$ cat config.mk
export PLATFORM = sky130hd
export DESIGN_NAME = dct8_pipe_flat
export DESIGN_NICKNAME = d
export VERILOG_FILES = /design/src/rtl/dct8_pipe_if.sv /design/src/rtl/dct8_pipe.sv /design/src/flat_wrapper.sv
export SDC_FILE = /design/constraint.sdc
export NUM_CORES = 2
export LEC_CHECK = 0
export ABC_AREA = 1
export CAP_MARGIN = 20
export CORE_ASPECT_RATIO = 0.5
export CORE_MARGIN = 1
export CORE_UTILIZATION = 45
export DETAILED_ROUTE_END_ITERATION = 10
export PLACE_DENSITY = 0.62
export SYNTH_ARGS = -nofsm -noshare
export SYNTH_HDL_FRONTEND = slang
export SYNTH_SLANG_ARGS = --single-unit
export TNS_END_PERCENT = 100
$ cat constraint.sdc
create_clock -name clk -period 14.9 [get_ports clk]
set_input_delay 2.98 -clock clk [delete_from_list [all_inputs] [get_ports clk]]
set_output_delay 2.98 -clock clk [all_outputs]
set_load 0.1 [all_outputs]
$ cat src/rtl/dct8_pipe_if.sv
// dct8_pipe_if: stream bundle for the 8-point DCT pipeline.
// Carries the input beat (pass_sel, in_valid/in_ready, in_data) and the
// output beat (out_valid/out_ready, out_data, out_sat, out_row, out_last).
//   master : beat producer and consumer (drives inputs, takes results)
//   slave  : the DCT block
// Parameters IN_W / OUT_W must match the attached dct8_pipe instance.
interface dct8_pipe_if #(
  parameter int unsigned IN_W  = 8,
  parameter int unsigned OUT_W = 8
);
  logic                 pass_sel;
  logic                 in_valid;
  logic                 in_ready;
  logic [8*IN_W-1:0]    in_data;
  logic                 out_valid;
  logic                 out_ready;
  logic [8*OUT_W-1:0]   out_data;
  logic                 out_sat;
  logic [2:0]           out_row;
  logic                 out_last;

  modport master (
    output pass_sel, in_valid, in_data, out_ready,
    input  in_ready, out_valid, out_data, out_sat, out_row, out_last
  );

  modport slave (
    input  pass_sel, in_valid, in_data, out_ready,
    output in_ready, out_valid, out_data, out_sat, out_row, out_last
  );
endinterface

$ cat src/rtl/dct8_pipe.sv
// dct8_pipe: pipelined 8-point 1-D forward DCT (JPEG transform path).
// Input capture register, then three registered stages:
//   stage 1 butterflies, stage 2 constant multiplies, stage 3 round/clamp.
// Beat accepted at edge N is presented with out_valid=1 after edge N+3.
// Ports:
//   clk    : clock, rising edge
//   rst_n  : asynchronous active-low reset
//   bus    : dct8_pipe_if.slave
//            pass_sel (0=row, 1=column), in_valid/in_ready, in_data (x0 in MSBs),
//            out_valid/out_ready, out_data (y0 in MSBs), out_sat, out_row, out_last
// Optional feature macro: DCT_LEVEL_SHIFT_EN
//   defined   : row-pass samples are unsigned and have 2^(IN_W-1) subtracted first
//   undefined : samples are always signed, no offset logic
module dct8_pipe #(
  parameter int unsigned IN_W      = 8,
  parameter int unsigned OUT_W     = 8,
  parameter int unsigned SHIFT_ROW = 7,
  parameter int unsigned SHIFT_COL = 9
) (
  input logic        clk,
  input logic        rst_n,
  dct8_pipe_if.slave bus
);
  localparam int unsigned W0 = IN_W + 1;   // sample after optional level shift
  localparam int unsigned W1 = IN_W + 3;   // butterfly outputs
  localparam int unsigned W2 = IN_W + 10;  // products and sums
  localparam int unsigned W3 = W2 + 1;     // room for the rounding offset

  localparam logic signed [W2-1:0] K1 = W2'(63);
  localparam logic signed [W2-1:0] K2 = W2'(59);
  localparam logic signed [W2-1:0] K3 = W2'(53);
  localparam logic signed [W2-1:0] K4 = W2'(45);
  localparam logic signed [W2-1:0] K5 = W2'(36);
  localparam logic signed [W2-1:0] K6 = W2'(24);
  localparam logic signed [W2-1:0] K7 = W2'(12);

  localparam logic signed [W3-1:0] RND_ROW = W3'(2 ** (SHIFT_ROW - 1));
  localparam logic signed [W3-1:0] RND_COL = W3'(2 ** (SHIFT_COL - 1));
  localparam logic signed [W3-1:0] MAXV    = W3'(2 ** (OUT_W - 1) - 1);
  localparam logic signed [W3-1:0] MINV    = ~MAXV;

  function automatic logic signed [W1-1:0] e1(input logic [W0-1:0] v);
    return W1'($signed(v));
  endfunction

  function automatic logic signed [W2-1:0] e2(input logic [W1-1:0] v);
    return W2'($signed(v));
  endfunction

  // Handshake: a stalled output freezes every stage, otherwise all advance.
  logic w_stall, w_adv, w_in_xfer;
  logic r_out_valid;

  assign w_stall   = r_out_valid && !bus.out_ready;
  assign w_adv     = !w_stall;
  assign w_in_xfer = bus.in_valid && w_adv;

  // Input capture with beat index and pass tag.
  logic [2:0]          r_beat;
  logic                r_in_valid, r_in_pass;
  logic [2:0]          r_in_row;
  logic [8*IN_W-1:0]   r_in_data;

  always_ff @(posedge clk or negedge rst_n) begin
    if (!rst_n) begin
      r_beat     <= '0;
      r_in_valid <= 1'b0;
      r_in_pass  <= 1'b0;
      r_in_row   <= '0;
      r_in_data  <= '0;
    end else begin
      if (w_in_xfer) r_beat <= r_beat + 3'd1;
      if (w_adv) begin
        r_in_valid <= bus.in_valid;
        if (bus.in_valid) begin
          r_in_data <= bus.in_data;
          r_in_pass <= bus.pass_sel;
          r_in_row  <= r_beat;
        end
      end
    end
  end

  // Stage 1: sample extraction (x_k in element k) and butterflies.
  logic [7:0][W0-1:0] w_x;
  logic [7:0][W1-1:0] w_a;
  logic [3:0][W1-1:0] w_b;

`ifdef DCT_LEVEL_SHIFT_EN
  localparam logic [W0-1:0] LVL = W0'(2 ** (IN_W - 1));
`endif

  always_comb begin
    w_x = '0;
    for (int k = 0; k < 8; k++) begin
`ifdef DCT_LEVEL_SHIFT_EN
      if (!r_in_pass) w_x[k] = {1'b0, r_in_data[(7-k)*IN_W +: IN_W]} - LVL;
      else            w_x[k] = W0'($signed(r_in_data[(7-k)*IN_W +: IN_W]));
`else
      w_x[k] = W0'($signed(r_in_data[(7-k)*IN_W +: IN_W]));
`endif
    end
  end

  always_comb begin
    w_a = '0;
    w_b = '0;
    for (int k = 0; k < 4; k++) begin
      w_a[k]   = e1(w_x[k]) + e1(w_x[7-k]);
      w_a[k+4] = e1(w_x[k]) - e1(w_x[7-k]);
    end
    w_b[0] = w_a[0] + w_a[3];
    w_b[1] = w_a[1] + w_a[2];
    w_b[2] = w_a[0] - w_a[3];
    w_b[3] = w_a[1] - w_a[2];
  end

  logic               r_s1_valid, r_s1_pass;
  logic [2:0]         r_s1_row;
  logic [3:0][W1-1:0] r_s1_b;  // b1..b4
  logic [3:0][W1-1:0] r_s1_d;  // a5..a8

  always_ff @(posedge clk or negedge rst_n) begin
    if (!rst_n) begin
      r_s1_valid <= 1'b0;
      r_s1_pass  <= 1'b0;
      r_s1_row   <= '0;
      r_s1_b     <= '0;
      r_s1_d     <= '0;
    end else if (w_adv) begin
      r_s1_valid <= r_in_valid;
      r_s1_pass  <= r_in_pass;
      r_s1_row   <= r_in_row;
      r_s1_b     <= w_b;
      r_s1_d     <= w_a[7:4];
    end
  end

  // Stage 2: constant multiplies.
  logic [7:0][W2-1:0] w_y;

  always_comb begin
    w_y    = '0;
    w_y[0] = K4 * (e2(r_s1_b[0]) + e2(r_s1_b[1]));
    w_y[4] = K4 * (e2(r_s1_b[0]) - e2(r_s1_b[1]));
    w_y[2] = K2 * e2(r_s1_b[2]) + K6 * e2(r_s1_b[3]);
    w_y[6] = K6 * e2(r_s1_b[2]) - K2 * e2(r_s1_b[3]);
    w_y[1] = K1 * e2(r_s1_d[0]) + K3 * e2(r_s1_d[1])
           + K5 * e2(r_s1_d[2]) + K7 * e2(r_s1_d[3]);
    w_y[3] = K3 * e2(r_s1_d[0]) - K7 * e2(r_s1_d[1])
           - K1 * e2(r_s1_d[2]) - K5 * e2(r_s1_d[3]);
    w_y[5] = K5 * e2(r_s1_d[0]) - K1 * e2(r_s1_d[1])
           + K7 * e2(r_s1_d[2]) + K3 * e2(r_s1_d[3]);
    w_y[7] = K7 * e2(r_s1_d[0]) - K5 * e2(r_s1_d[1])
           + K3 * e2(r_s1_d[2]) - K1 * e2(r_s1_d[3]);
  end

  logic               r_s2_valid, r_s2_pass;
  logic [2:0]         r_s2_row;
  logic [7:0][W2-1:0] r_s2_y;

  always_ff @(posedge clk or negedge rst_n) begin
    if (!rst_n) begin
      r_s2_valid <= 1'b0;
      r_s2_pass  <= 1'b0;
      r_s2_row   <= '0;
      r_s2_y     <= '0;
    end else if (w_adv) begin
      r_s2_valid <= r_s1_valid;
      r_s2_pass  <= r_s1_pass;
      r_s2_row   <= r_s1_row;
      r_s2_y     <= w_y;
    end
  end

  // Stage 3: round half up, arithmetic shift, clamp.
  logic [8*OUT_W-1:0]    w_res;
  logic                  w_sat;
  logic signed [W3-1:0]  w_sum, w_shf;

  always_comb begin
    w_res = '0;
    w_sat = 1'b0;
    w_sum = '0;
    w_shf = '0;
    for (int k = 0; k < 8; k++) begin
      w_sum = W3'($signed(r_s2_y[k])) + (r_s2_pass ? RND_COL : RND_ROW);
      w_shf = r_s2_pass ? (w_sum >>> SHIFT_COL) : (w_sum >>> SHIFT_ROW);
      if (w_shf > MAXV) begin
        w_res[(7-k)*OUT_W +: OUT_W] = MAXV[OUT_W-1:0];
        w_sat = 1'b1;
      end else if (w_shf < MINV) begin
        w_res[(7-k)*OUT_W +: OUT_W] = MINV[OUT_W-1:0];
        w_sat = 1'b1;
      end else begin
        w_res[(7-k)*OUT_W +: OUT_W] = w_shf[OUT_W-1:0];
      end
    end
  end

  logic [8*OUT_W-1:0] r_out_data;
  logic               r_out_sat, r_out_last;
  logic [2:0]         r_out_row;

  // Output fields load only with a valid beat so they stay quiet across bubbles.
  always_ff @(posedge clk or negedge rst_n) begin
    if (!rst_n) begin
      r_out_valid <= 1'b0;
      r_out_data  <= '0;
      r_out_sat   <= 1'b0;
      r_out_row   <= '0;
      r_out_last  <= 1'b0;
    end else if (w_adv) begin
      r_out_valid <= r_s2_valid;
      if (r_s2_valid) begin
        r_out_data <= w_res;
        r_out_sat  <= w_sat;
        r_out_row  <= r_s2_row;
        r_out_last <= (r_s2_row == 3'd7);
      end
    end
  end

  assign bus.in_ready  = !w_stall;
  assign bus.out_valid = r_out_valid;
  assign bus.out_data  = r_out_data;
  assign bus.out_sat   = r_out_sat;
  assign bus.out_row   = r_out_row;
  assign bus.out_last  = r_out_last;
endmodule

$ cat src/flat_wrapper.sv
// flat-port wrapper written by rule: the top's interface ports become plain ports
module dct8_pipe_flat 
#(
  parameter int unsigned IN_W      = 8,
  parameter int unsigned OUT_W     = 8,
  parameter int unsigned SHIFT_ROW = 7,
  parameter int unsigned SHIFT_COL = 9
)
  (clk, rst_n, bus_pass_sel, bus_in_valid, bus_in_data, bus_out_ready, bus_in_ready, bus_out_valid, bus_out_data, bus_out_sat, bus_out_row, bus_out_last);
  dct8_pipe_if #(.IN_W(IN_W), .OUT_W(OUT_W)) bus_i ();
  input logic clk;
  input logic rst_n;
  input wire logic [$bits(bus_i.pass_sel)-1:0] bus_pass_sel;
  input wire logic [$bits(bus_i.in_valid)-1:0] bus_in_valid;
  input wire logic [$bits(bus_i.in_data)-1:0] bus_in_data;
  input wire logic [$bits(bus_i.out_ready)-1:0] bus_out_ready;
  output wire logic [$bits(bus_i.in_ready)-1:0] bus_in_ready;
  output wire logic [$bits(bus_i.out_valid)-1:0] bus_out_valid;
  output wire logic [$bits(bus_i.out_data)-1:0] bus_out_data;
  output wire logic [$bits(bus_i.out_sat)-1:0] bus_out_sat;
  output wire logic [$bits(bus_i.out_row)-1:0] bus_out_row;
  output wire logic [$bits(bus_i.out_last)-1:0] bus_out_last;
  assign bus_i.pass_sel = bus_pass_sel;
  assign bus_i.in_valid = bus_in_valid;
  assign bus_i.in_data = bus_in_data;
  assign bus_i.out_ready = bus_out_ready;
  assign bus_in_ready = bus_i.in_ready;
  assign bus_out_valid = bus_i.out_valid;
  assign bus_out_data = bus_i.out_data;
  assign bus_out_sat = bus_i.out_sat;
  assign bus_out_row = bus_i.out_row;
  assign bus_out_last = bus_i.out_last;
  dct8_pipe #(.IN_W(IN_W), .OUT_W(OUT_W), .SHIFT_ROW(SHIFT_ROW), .SHIFT_COL(SHIFT_COL)) u_core (.clk(clk), .rst_n(rst_n), .bus(bus_i));
endmodule
Word level (Yosys, flattened, before mapping)
Index checks and enable logic that the tools add are counted.
{"block": "op_classes", "addsub": 37, "multipliers": 22, "magnitude_cmp": 16, "n_eq_ne": 1, "mux": 41, "n_bitwise": 1, "reduce_logical": 6}
{"op": "18-bit by 10-bit adder with 19-bit output", "n": 8}
{"op": "7-bit by 9-bit multiplier with 16-bit output, first input constant", "n": 8}
{"op": "8-bit 2-to-1 mux", "n": 16}
{"op": "18-bit adder", "n": 7}
{"op": "18-bit subtractor", "n": 7}
{"op": "12-bit by 8-bit greater-than comparator with 1-bit output, second input constant", "n": 8}
{"op": "12-bit by 8-bit less-than comparator with 1-bit output, second input constant", "n": 8}
{"op": "11-bit 2-to-1 mux", "n": 8}
{"op": "5-bit by 9-bit multiplier with 14-bit output, first input constant", "n": 4}
{"op": "3-bit by 9-bit multiplier with 12-bit output, first input constant", "n": 4}
{"op": "8-bit by 8-bit adder with 9-bit output", "n": 4}
{"op": "7-bit by 11-bit multiplier with 18-bit output, first input constant", "n": 2}
{"op": "7-bit by 18-bit multiplier with 18-bit output, first input constant", "n": 2}
{"op": "8-bit by 8-bit subtractor with 9-bit output", "n": 4}
{"op": "3-bit by 11-bit multiplier with 14-bit output, first input constant", "n": 2}
{"op": "11-bit adder", "n": 2}
{"op": "11-bit subtractor", "n": 2}
{"op": "1-bit 2-to-1 mux", "n": 16}
{"op": "11-bit by 11-bit adder with 12-bit output", "n": 1}
{"op": "11-bit by 11-bit subtractor with 12-bit output", "n": 1}
{"op": "9-bit 2-to-1 mux", "n": 1}
{"op": "2-bit AND reduction", "n": 2}
{"op": "3-bit by 1-bit adder with 3-bit output, second input constant", "n": 1}
{"op": "3-bit equality test, second input constant", "n": 1}
{"op": "other kinds (3)", "n": 5}
{"block": "word_totals", "regBits": 376, "in_bits": 69, "output_inout_bits": 71}

Depth between registers and ports, before layout
{"block": "logic_depth", "word_depth": 20, "ltp_mapped": 35, "depth_no_buf": 35}

Worst setup path after synthesis
No wires, ideal clock.
{"block": "synth_timing", "path_kind": "input to output", "startpoint": "input bus_out_ready", "endpoint": "output bus_in_ready", "arrival_ps": 4546, "slack_ps": 7374, "stages": 5, "n_path_buf": 3, "path_cell_list": "nor2_1 > buf_2 > inv_2 > clkbuf_1 > clkbuf_1"}
{"block": "synth_between", "elab_chain_len": 3}
{"item": "start, declared", "line": "flat_wrapper.sv:16", "text": "input wire logic [$bits(bus_i.out_ready)-1:0] bus_out_ready;"}
{"item": "1-bit zero test", "line": "dct8_pipe.sv:54", "text": "assign w_stall = r_out_valid && !bus.out_ready;"}
{"item": "1-bit logical AND", "line": "dct8_pipe.sv:54"}
{"item": "1-bit zero test", "line": "dct8_pipe.sv:224", "text": "assign bus.in_ready = !w_stall;"}
{"item": "end, declared", "line": "flat_wrapper.sv:17", "text": "output wire logic [$bits(bus_i.in_ready)-1:0] bus_in_ready;"}
No other way between the ends.

Worst setup path in the final report
Ends and elaborated chain as after synthesis.

==> flow_metrics.tcl <==
set metrics [dict create \
    clk_pin_slew_worst_paths_ns 0.07 \
    critPathMaxStageDelay_ns 1.22 \
    hold_viol 0 \
    grt_overflow 0 \
    worst_slew_pin_slew_ns 1.25 \
    cts_resized 0 \
    critPathArrivalTime_ns 5.11 \
    nets 7579 \
    rr_worst_depth 27 \
    grt_use_total_pct 26.3 \
    gp_congestion 0.981 \
    drt_pass1_iterations 6 \
    viasPerCell 5.15 \
    core_sq_um 105000 \
    syn_avg_cell_area_sq_um 7.65 \
    yosys_warnings 0 \
    seqCellArea_sq_um 8160 \
    crit_path_cell_trace "clkdlybuf4s50_1 -> nor2_4 -> inv_6 -> clkdlybuf4s50_1" \
    cts_buffers 38 \
    fin_tns_setup_ns 0 \
    min_path_cells 2 \
    critical_path_class "input pin to output port" \
    critPathMaxFanout 39 \
    cts-root-buf "clkbuf_16" \
    hold_end "u_core.r_s1_valid$_DFFE_PN0N_" \
    synth.distinct_cells 61 \
    crit_top_cell "clkdlybuf4s50_1" \
    insertion_delay_ns 0.61 \
    status "completed" \
    synth_fp_nets 7477 \
    synth_area_sq_um 48000 \
    antenna_found_initial 1 \
    hold_path_class "flop to flop" \
    critPathSlowestCell "clkdlybuf4s50_1" \
    slew_headroom_pct 15.8 \
    nFillCells 10300 \
    endpoint_kind "output port" \
    hold_buffers 0 \
    skew_ns 0.0289 \
    report.final.slew_viol_count 0 \
    fp.dieH_microns 233 \
    start_util_pct 45.6 \
    post_cts_buffers 0 \
    r2r_slack_ns 7.43 \
    num_vias 40400 \
    wirelength_microns 142000 \
    synthFlopType "dfrtp_1" \
    drt-initial-drc-count 2849 \
    synthToLayoutAreaGrowth_pct 8.92 \
    cts_tree "done" \
    yosys.area.top_type "ha_1" \
    max_freq_ghz 0.124 \
    critPathLaunchType "input pin" \
    rows 84 \
    grt_pass1_wl_microns 222000 \
    setup_viol 0 \
    grt_pass1_vias 39800 \
    hpwl_microns 120000 \
    min-delay-start "u_core.r_in_valid$_DFFE_PN0N_" \
    period_minus_slack_ns 8.09 \
    synth_edf_count 0 \
    h-tree-depth 2 \
    num_io_pins 140 \
    synth_async_sr_flop_share_pct 100 \
    die_area_sq_um 108000 \
    synth_top_area_share_pct 18.2 \
    cpLargestDelayFamily "buffers and inverters" \
    ant_nets 0 \
    multi_input_area_sq_um 34300 \
    ys_ff_latch 326 \
    yosysMostFrequentCell "inv_1" \
    grt_max_degree 164 \
    ys_top_cells_by_area "ha_1 (18%), fa_1 (18%), dfrtp_1 (17%)" \
    die_x_microns 464 \
    finish.utilization_pct 49.6 \
    period_share_pct 54.3 \
    wire_per_inst_microns 18.1 \
    drive_above_1_share_pct 3.12 \
    clockBufferDepth 3 \
    diodes 0 \
    ys_seq_area_share_pct 17.0 \
    cp_num_buf_inv 3 \
    drv_cap 0 \
    cp.required_ns 11.92 \
    rsz0062_at_grt "no" \
    cts_num_sinks 326 \
    r2r-end "u_core.r_s2_y[139]$_DFFE_PN0N_" \
    reg2reg_from "u_core.r_s1_d[41]$_DFFE_PN0N_" \
    numPortBuffers 139 \
    postSynthCellCount 6281 \
    synthTopCellsByCount "inv_1 (1363), nand2_1 (1195), ha_1 (699)" \
    drt_drc_violations_left 0 \
]
## stage by stage
step | instances | cell area (sq um) | setup WS, ns | hold WS, ns
detailed placement | 7761 | 51000 | 6.81 | 0.458
CTS | 7828 | 52300 | 6.81 | 0.476
global placement | 7761 | 51000 | 6.80 | 0.455
floorplan | 6281 | 48000 | 7.37 | 0.432
global route | 7829 | 52300 | 6.76 | 0.504
finish | 7829 | 52300 | 6.81 | 0.475
## cell usage in the layout, fill, tap and decap left out, types with 33 or more instances in the layout
| master | synthesis | layout |
|---|---|---|
| nand4_1 | 40 | 40 |
| clkdlybuf4s50_1 | 0 | 138 |
| o21ai_0 | 353 | 353 |
| nor3_1 | 42 | 42 |
| ha_1 | 699 | 699 |
| nor2_1 | 344 | 342 |
| fa_1 | 428 | 428 |
| inv_1 | 1363 | 1362 |
| xor2_1 | 236 | 236 |
| a21oi_1 | 424 | 424 |
| xnor2_1 | 92 | 92 |
| clkbuf_16 | 0 | 38 |
| nand3_1 | 269 | 269 |
| o22ai_1 | 34 | 34 |
| nand2_1 | 1195 | 1195 |
| nand2_2 | 33 | 33 |
| o21bai_1 | 52 | 52 |
| dfrtp_1 | 326 | 325 |
## kinds of logic (layout without fill, tap and decap cells)
logic type / after synthesis / in the layout / share of synthesized area, %
and+or+nand+nor: 2018 / 2018 / 17.7
buffers and inverters: 1476 / 1605 / 11.7
adders and majority gates: 1127 / 1127 / 36.0
AOI/OAI and AO/OA: 1005 / 1005 / 11.6
xor gates and xnor gates: 329 / 329 / 6.01
DFF: 326 / 326 / 17.0
## per-layer routing
metal | global-route usage, % | part of all wire, % | vias up
li1 | - | - | 19900
met1 | 37.4 | 48 | 19500
met2 | 42.0 | 45 | 792
met3 | 4.85 | 6.2 | 110
met4 | 4.25 | 1.4 | 0
met5 | 0 | 0 | -
## layout make-up
class / count / share of cell area, %
sequential: 326 / 15.6
timing repair buffer: 158 / 3.01
tap: 1419 / 3.39
multi-input combinational: 4479 / 65.5
inverter: 1380 / 9.92
clock buffer: 47 / 1.98
clock inverter: 20 / 0.564
## sequential cells by signal (all words and copies together), names as in the netlist, 3 cells and up
name / cells
u_core.r_in_data: 64
u_core.r_s1_d: 36
u_core.r_s1_row: 3
u_core.bus.out_row: 3
u_core.r_in_row: 3
u_core.r_s2_y: 96
u_core.bus.out_data: 64
u_core.r_beat: 3
u_core.r_s1_b: 42
u_core.r_s2_row: 3
## worst max path at each step
stage | depth (start not counted) | endpoint | start | slack (ns)
after floorplan | 5 | bus_in_ready | bus_out_ready | 7.37
after global placement | 4 | bus_in_ready | bus_out_ready | 6.80
after detailed placement | 4 | bus_in_ready | bus_out_ready | 6.81
after CTS | 4 | bus_in_ready | bus_out_ready | 6.81
after global routing | 4 | bus_in_ready | bus_out_ready | 6.76
final | 4 | bus_in_ready | bus_out_ready | 6.81
## tightest hold or removal path: cells and delay by family (launching register included)
kind	cells	cell delay, ns
DFF	1	0.34
and+or+nand+nor	2	0.10
Power is left out: the tool's default activity adds up to more than one toggle a clock period on the data nets, which glitch-free logic cannot reach.
